## src/rtl/core_sequencer.sv

```systemverilog
// Multi-cycle instruction sequencer: fetch, decode, execute and writeback
// handshakes around a single instruction register, with an absorbing trap state.
module core_sequencer #(
  parameter logic [31:0] RESET_PC = 32'h0000_0000
) (
  input  logic        clk,
  input  logic        reset,
  input  logic        run,
  output logic        imem_req,
  output logic [31:0] imem_addr,
  input  logic        imem_ready,
  input  logic [31:0] imem_rdata,
  output logic [31:0] dec_instr,
  input  logic        dec_valid,
  output logic        ex_start,
  input  logic        ex_done,
  input  logic [31:0] ex_result,
  output logic        rf_we,
  output logic [4:0]  rf_waddr,
  output logic [31:0] rf_wdata,
  output logic [31:0] pc,
  output logic [31:0] instret,
  output logic        halted,
  output logic [31:0] trap_pc
);

  localparam int unsigned XLEN    = 32;
  localparam int unsigned RD_LSB  = 7;
  localparam int unsigned RD_W    = 5;

  typedef enum logic [2:0] {
    S_IDLE,
    S_FETCH,
    S_DECODE,
    S_EXECUTE,
    S_WRITEBACK,
    S_HALT
  } state_t;

  state_t            state;
  logic [XLEN-1:0]   ir;

  assign imem_addr = pc;
  assign dec_instr = ir;
  assign rf_waddr  = ir[RD_LSB +: RD_W];

  // Outputs are registered alongside the state transition that enables them,
  // so imem_req/ex_start/rf_we/halted are already valid in the state's first cycle.
  always_ff @(posedge clk) begin
    if (reset) begin
      state    <= S_IDLE;
      pc       <= RESET_PC;
      ir       <= '0;
      rf_wdata <= '0;
      instret  <= '0;
      trap_pc  <= '0;
      imem_req <= 1'b0;
      ex_start <= 1'b0;
      rf_we    <= 1'b0;
      halted   <= 1'b0;
    end else begin
      ex_start <= 1'b0;
      rf_we    <= 1'b0;
      case (state)
        S_IDLE: begin
          if (run) begin
            state    <= S_FETCH;
            imem_req <= 1'b1;
          end
        end
        S_FETCH: begin
          if (imem_ready) begin
            ir       <= imem_rdata;
            state    <= S_DECODE;
            imem_req <= 1'b0;
          end
        end
        S_DECODE: begin
          if (dec_valid) begin
            state    <= S_EXECUTE;
            ex_start <= 1'b1;
          end else begin
            state    <= S_HALT;
            trap_pc  <= pc;
            halted   <= 1'b1;
          end
        end
        S_EXECUTE: begin
          if (ex_done) begin
            rf_wdata <= ex_result;
            rf_we    <= (ir[RD_LSB +: RD_W] != RD_W'(0));
            state    <= S_WRITEBACK;
          end
        end
        S_WRITEBACK: begin
          pc      <= pc + XLEN'(4);
          instret <= instret + XLEN'(1);
          // run is only sampled here and in IDLE, so a dropped run never aborts
          if (run) begin
            state    <= S_FETCH;
            imem_req <= 1'b1;
          end else begin
            state    <= S_IDLE;
          end
        end
        S_HALT: begin
          state <= S_HALT;
        end
        default: begin
          state    <= S_IDLE;
          imem_req <= 1'b0;
          halted   <= 1'b0;
        end
      endcase
    end
  end

endmodule
```

## config.mk

```make
export PLATFORM = sky130hd
export DESIGN_NAME = core_sequencer
export DESIGN_NICKNAME = d
export VERILOG_FILES = /design/src/rtl/core_sequencer.sv
export SDC_FILE = /design/constraint.sdc
export NUM_CORES = 1
export LEC_CHECK = 0
export CAP_MARGIN = 25
export CORE_MARGIN = 8
export CORE_UTILIZATION = 45
export CTS_BUF_LIST = sky130_fd_sc_hd__clkbuf_4 sky130_fd_sc_hd__clkbuf_8
export CTS_CLUSTER_DIAMETER = 80
export CTS_CLUSTER_SIZE = 20
export DETAILED_ROUTE_END_ITERATION = 10
export GPL_ROUTABILITY_DRIVEN = 0
export HOLD_SLACK_MARGIN = 0.1
export PLACE_DENSITY = 0.9
export SKIP_LAST_GASP = 1
export SLEW_MARGIN = 20
export SYNTH_ARGS = -nofsm -noshare
export SYNTH_HDL_FRONTEND = slang
export SYNTH_SLANG_ARGS = --single-unit
export TNS_END_PERCENT = 50
```

## constraint.sdc

```tcl
create_clock -name clk -period 2.4 [get_ports clk]
set_input_delay 0.24 -clock clk [delete_from_list [all_inputs] [get_ports clk]]
set_output_delay 0.24 -clock clk [all_outputs]
set_load 0.01 [all_outputs]
```

### Word-level counts from Yosys, hierarchy flattened

Cells that the tools add are included.

* flip-flop bits (word level): 167
* input bits: 70
* word-level logic and storage cells: 53
* output and inout bits: 201

* bitwise logic cells: 6
* equality and inequality tests: 10
* multiplexer cells: 12
* add/subtract/negate cells: 2
* reduce and logical (&&, ||, !) cells: 13

Operator list (count)
* $add A32 B1 Y32 const B: 1
* $add A32 B3 Y32 const B: 1
* $pmux W3 S6: 1
* $mux W3: 4
* $ne A2 B2 Y1 const B: 4
* $reduce_and A2 Y1: 4
* $eq A3 B2 Y1 const B: 2
* $eq A3 B3 Y1 const B: 2
* $not A1 Y1: 6
* $reduce_and A3 Y1: 2
* $reduce_or A3 Y1: 2
* $mux W1: 5
* $reduce_bool A5 Y1: 1
* $reduce_or A5 Y1: 1
* $reduce_or A2 Y1: 2
* $eq A3 B1 Y1 const B: 1
* $logic_not A3 Y1: 1
* $pmux W1 S3: 1
* $ne A2 B1 Y1 const B: 1
* $pmux W1 S2: 1

### Longest topological paths before layout

* depth in word-level cells: 4
* gate-level depth with buffers: 8
* mapped depth without buffers: 5

### Worst setup path after synthesis

OpenSTA, ideal clock, no wires.

* path type: register -> register
* start point: register instret[0]
* end point: register instret[18]
* required time: 2.330 ns
* period minus slack after synthesis: 1.918 ns
* path buffers: 2
* path slack: 0.482 ns
* library setup time: 0.070 ns
* arrival: 1.848 ns
* cell stages (with the launch flop): 8
* cell sequence: dfxtp_1 -> ha_1 -> nor4bb_1 -> buf_4 -> nand4_4 -> buf_6 -> or4_1 -> a21oi_1

* word-level cells in the longest chain between the ends: 1

Ends and longest elaborated chain
* start: declaration: line 22 `output logic [31:0] instret,`
* start signal: assignment: line 97 `instret <= instret + XLEN'(1);`
* $add A32 B1 Y32: line 97

Every way passes these cells.
A chain may end at the register's enable or synchronous reset.

### Worst setup path in the final report

* start point: register pc[14], in the netlist imem_addr[14]
* end point: register pc[27], in the netlist imem_addr[27]

* word-level cells in the longest chain between the ends: 1

Ends and longest elaborated chain
* start: declaration: line 21 `output logic [31:0] pc,`
* start signal: assignment: line 96 `pc <= pc + XLEN'(4);`
* $add A32 B3 Y32: line 96

Every way passes these cells.

==> results.cfg <==
[global_route]
grt_max_degree = 70
grt_usage_pct = 21.1
gr-total-overflow = 0
grt_antenna_before_repair = 0
grt_pass1_vias = 6365
grt_pass1_wl_microns = 33100

[layout]
diodes = 0
n_fill_cell = 1215
final_nets = 1114
drive_above_1_share_pct = 5.78
syn_to_final_growth_pct = 42.5

[sta]
fin_ws_ns = 0.305
hold_violations = 0
tns_ns = 0
maxClockFrequency_ghz = 0.477
finClkSkew_ns = 0.0125
rsz0062_at_grt = no
slew_viol_final = 0
timing.final.crit_share_pct = 87.3
relSlewSlack_pct = 49.3
finalCriticalPeriod_ns = 2.09
setup_viol = 0
worst_slew_pin_slew_ns = 0.760

[clock_tree]
path_clk_slew_ns = 0.09
clock-sinks = 163
cts_made_buffers = 17
clock_latency_ns = 0.46
h-tree-depth = 4
cts_hold_buf = 0
ctsResizeCount = 0
ctsRootBufferMaster = clkbuf_8
post_cts_buffers = 0
cts_tree = done
clockBufferDepth = 2

[logic_synthesis]
ys.flop_type = dfxtp_1
synth_top_area_share_pct = 48.0
netlist_area_sq_um = 6800
yosys-top-cells-area = dfxtp_1 (48%), nand2_1 (11%), a21oi_1 (10%), buf_4 (4.6%), clkbuf_1 (2.8%)
synth_edf_count = 0
async_flop_share_pct = 0
ys_seq_area_share_pct = 48.0
ys_warn_count = 0
syn_inst = 833
yosys.area.top_type = dfxtp_1
synth_area_per_cell_sq_um = 8.16
yosysUniqueCellTypes = 46
ys_ff_latch = 163

[floorplanning]
die_h_microns = 139
die_w_microns = 139
start_util_pct = 45.4
rows = 45
io_pins = 271
die-area_sq_um = 19300
core_area_sq_um = 15000

[power]
p_int_uw = 3890
switching_share_pct = 24.7
leakagePower_uw = 0.00320
p_per_area_nw_per_um2 = 533
combPwrFrac_pct = 8.2
peakVddDrop_v = 0.000298
power_frac_clock_pct = 38.2
pwr-share-seq_pct = 53.6
p_switching_uw = 1270

[detailed_routing]
wl_per_cell_microns = 16.6
ant_nets = 0
viasPerCell = 5.25
drt_first_pass_iters = 4
drt-total-wl_microns = 20600
vias = 6527
first_iter_violations = 449
post-route-drc-count = 0

[placement]
dp.final_hpwl_microns = 14900
dp_slack_ns = 0.318
portBuffers = 264

[hold_path]
worstHoldPathType = primary input to register

[critical_path]
cp.required_ns = 2.79
startpoint_type = register
endpoint_kind = register
path_class = register to register
cp.arrival_ns = 2.48
path_max_fanout = 14

[run]
maxCapViolCount = 0

[run_status]
outcome = finished clean
[logic make-up after synthesis]
group,synth area share [%]
and+or+nand+nor,24.8
AOI/OAI and AO/OA,15.2
DFF,48.0
buffers and inverters,8.59
xor gates and xnor gates,2.71
adders and majority gates,0.368
muxes,0.313
other,0.0552
[flip-flops by register name (all words and copies together) (netlist names)]
register and count:
instret 32, state 3, trap_pc 30, halted 1, rf_wdata 32, dec_instr 32
ex_start 1, imem_addr 30, imem_req 1, rf_we 1
[worst paths after layout]
kind	slack, ns	start	end	cells past startpoint
worst max-delay path	0.31	imem_addr[14]	imem_addr[27]	4
worst min register to register	0.46	rf_wdata[10]	rf_wdata[10]	2
worst min-delay path	0.32	imem_rdata[12]	dec_instr[12]	3
worst max register to register	0.31	imem_addr[14]	imem_addr[27]	4
[per-layer routing]
layer / up-vias / routed length, microns / track usage [%]
li1: 3226 / - / -
met1: 3071 / 7820 / 22.2
met2: 194 / 10400 / 36.4
met3: 36 / 1760 / 8.74
met4: 0 / 588 / 9.42
met5: - / 0 / 0
[cell usage after synthesis, drive strengths merged, types with 2 or more instances]
cell	n
inv	9
o21a	4
o21ai	17
buf	48
nand2	206
nand3	19
or4	22
nor3	3
and2	3
nand2b	2
nor2	27
a211oi	2
nor4	2
and3	8
and4	11
xnor2	9
o31ai	23
clkbuf	50
nand4	16
nor2b	3
or3	19
dfxtp	163
xor2	12
a21oi	138
ha	2
[critical path: stages, from the launching register on]
cell     delay, ns
dfxtp_1       0.49
and4_1        0.36
nand3_1       0.37
or4_1         0.63
a21oi_1       0.16
[final cells by class]
cell class,instances,area [sq um],share of cell area (%)
inverter,9,33.8,0.349
multi-input combinational,568,2980,30.7
clock inverter,15,155,1.60
tap,188,235,2.43
timing repair buffer,283,2800,28.8
sequential,163,3260,33.7
clock buffer,17,234,2.41
[power by group through the flow]
stage | Combinational (uW) | Clock, uW | Sequential, uW
final | 425 | 1970 | 2770
after global routing | 460 | 2130 | 2770
after CTS | 427 | 2010 | 2770
after detailed placement | 425 | 0 | 2830
after global placement | 418 | 0 | 2830
after floorplan | 172 | 0 | 2850
[through the flow]
step           instance area [sq um]  utilization [%]  hold WS, ns  instances  total power (uW)
2_1_floorplan                   6820                -        0.376        838              3020
3_3_place_gp                    9300             62.1        0.440       1211              3250
3_5_place_dp                    9300             62.1        0.446       1211              3260
4_1_cts                         9690             64.7        0.292       1243              5210
5_1_grt                         9690             64.7        0.310       1243              5360
6_report                        9690             64.7        0.321       1243              5170
[layout by cell type, fill, tap and decap left out, types with 4 or more instances in the layout]
cell,synthesis,routed
or3_1,18,18
inv_1,9,9
nand4_1,14,14
clkinv_2,0,4
nor2_1,27,27
dfxtp_1,163,163
clkbuf_8,0,17
xnor2_1,9,9
nand2_1,206,206
nand3_1,19,19
conb_1,1,6
and3_1,8,8
o21ai_0,17,17
xor2_1,12,12
or4_1,22,22
buf_4,42,19
clkdlybuf4s50_1,0,263
o21a_1,4,4
o31ai_1,23,23
a21oi_1,138,138
and4_1,11,11
(Power assumes the default switching activity.)
==> RTL change, RTL diff (config.mk and constraints unchanged) <==
Make the reset (`reset`) asynchronous in one clocked block.
--- a/src/rtl/core_sequencer.sv
+++ b/src/rtl/core_sequencer.sv
@@ -48,3 +48,3 @@
   // so imem_req/ex_start/rf_we/halted are already valid in the state's first cycle.
-  always_ff @(posedge clk) begin
+  always_ff @(posedge clk or posedge reset) begin
     if (reset) begin
Check against the original RTL: differs if reset is asserted again (counterexample within 4 cycles, from zero or initial values and one cycle with reset high); with reset held inactive, the same outputs for 4 cycles.
==> RTL change against the unedited design <==
- sequential cell count is the same
- count of clock-buffer cells in the layout rose by 3
- hold slack worse by 0.040 ns
- setup slack improved by 0.067 ns
- design area is 3.8% higher
- synthesized area up 2.7%
- critical path depth unchanged
- routed wire length down 12%
Power is not compared: it rests on default switching activity, and its combinational part moved more than twofold at a synthesized area within 25%.
==> RTL change: results (changes against the unedited design) <==
Synth Flop Type=dfrtp_1 (was dfxtp_1); adder-cell share of the synthesized area=0.00358 (was 0.00368); synth top area cells=dfrtp_1, mux2_2, xnor2_1 (was dfxtp_1, nand2_1, a21oi_1); M1 WL=7000 um (was 7820 um); Final Skew=0.00704 ns (was 0.0125 ns); worst hold path class=input port to asynchronous set/reset pin (was input port to flip-flop); worst-margin pin slew=0.753 ns (was 0.760 ns); Initial DRC Count=222 (was 449); crit path DAT=2.40 ns (was 2.48 ns); nets=836 (was 1114); status=finished clean (unchanged); first-pass GRT wire length=28800 um (was 33100 um); vias in the first global route=5221 (was 6365); share of layout cells above drive strength 1=0.201 (was 0.0578); mux share of post-synthesis cell area=0.155 (was 0.00313); DRT Wirelength=18100 um (was 20600 um); Placement Cell Area=9590 um^2 (was 9300 um^2); hpwl dp=13800 um (was 14900 um); asr flop ratio synth=1.00 (was 0); post-synthesis sequential area ratio=0.584 (was 0.480); root buf cell=clkbuf_8 (unchanged); largest net degree at the start of global routing=103 (was 70); Vias=4921 (was 6527); slowest CP cell=dfrtp_1 (was or4_1); Post-Synthesis Cells=525 (was 833); met2 routed WL=8980 um (was 10400 um); Synth Area in Compound Gates=0.00914 (was 0.152); Largest stage delay, worst path=0.53 ns (was 0.63 ns); number of port buffers=264 (unchanged); placed cells=933 (was 1211); XOR/XNOR Fraction of Synth Area=0.0753 (was 0.0271); WL met3=1820 um (was 1760 um); DR pass1 iterations=6 (was 4); clk_lat worst skew=0.44 ns (was 0.46 ns)
[RTL change: changes by cell type after synthesis, sizes merged, moves of 19 or more]
cell,unedited run,this run
nand2,206,22
dfrtp,0,163
clkbuf,50,7
a21oi,138,5
mux2,1,96
or3,19,0
or4,22,1
o31ai,23,0
xnor2,9,42
dfxtp,163,0
[RTL change: path summary, 6_finish.rpt]
kind | endpoint | slack, ns
max | instret[18] | 0.37
min reg2reg | dec_instr[23] | 0.50
min | dec_instr[26] | 0.28
max in group asynchronous | imem_addr[18] | 1.47
max reg2reg | instret[18] | 0.37
min in group clk | rf_wdata[8] | 0.40
[RTL change: logic make-up (layout without fill, tap and decap cells)]
group,count (synthesis),count (layout)
AOI/OAI and AO/OA,11,11
other,1,6
adders and majority gates,2,2
DFF,163,163
xor gates and xnor gates,60,60
muxes,96,96
buffers and inverters,66,313
and+or+nand+nor,126,126
[RTL change: critical path: cells and delay by family, from the launching register on]
kind	cells	cell delay [ns]
simple gates	3	1.25
flops	1	0.53
xor+xnor	1	0.18
[RTL change: routing by layer]
layer | up-vias | global-route usage
met4 | 0 | 0.0622
met2 | 199 | 0.307
met5 | - | 0
met1 | 2447 | 0.208
met3 | 23 | 0.0826
li1 | 2252 | -
[RTL change: per-stage QoR]
stage	util	setup WS, ns
4_1_cts	0.662	0.371
3_3_place_gp	0.631	0.425
6_report	0.662	0.372
3_5_place_dp	0.631	0.384
5_1_grt	0.662	0.209
2_1_floorplan	-	0.0892
[RTL change: cell type report]
type	count	area, um^2
clock inverter	12	201
inverter	6	26.3
sequential	163	4080
timing repair buffer	275	2750
fill	1079	5140
multi-input combinational	301	2500
clock buffer	20	269
tap	188	235
[RTL change: report_power, final]
part,internal [mW],switching (mW)
combinational,2.02,1.27
sequential,3.42,0.466
clock,1.31,0.985
total,6.75,2.72
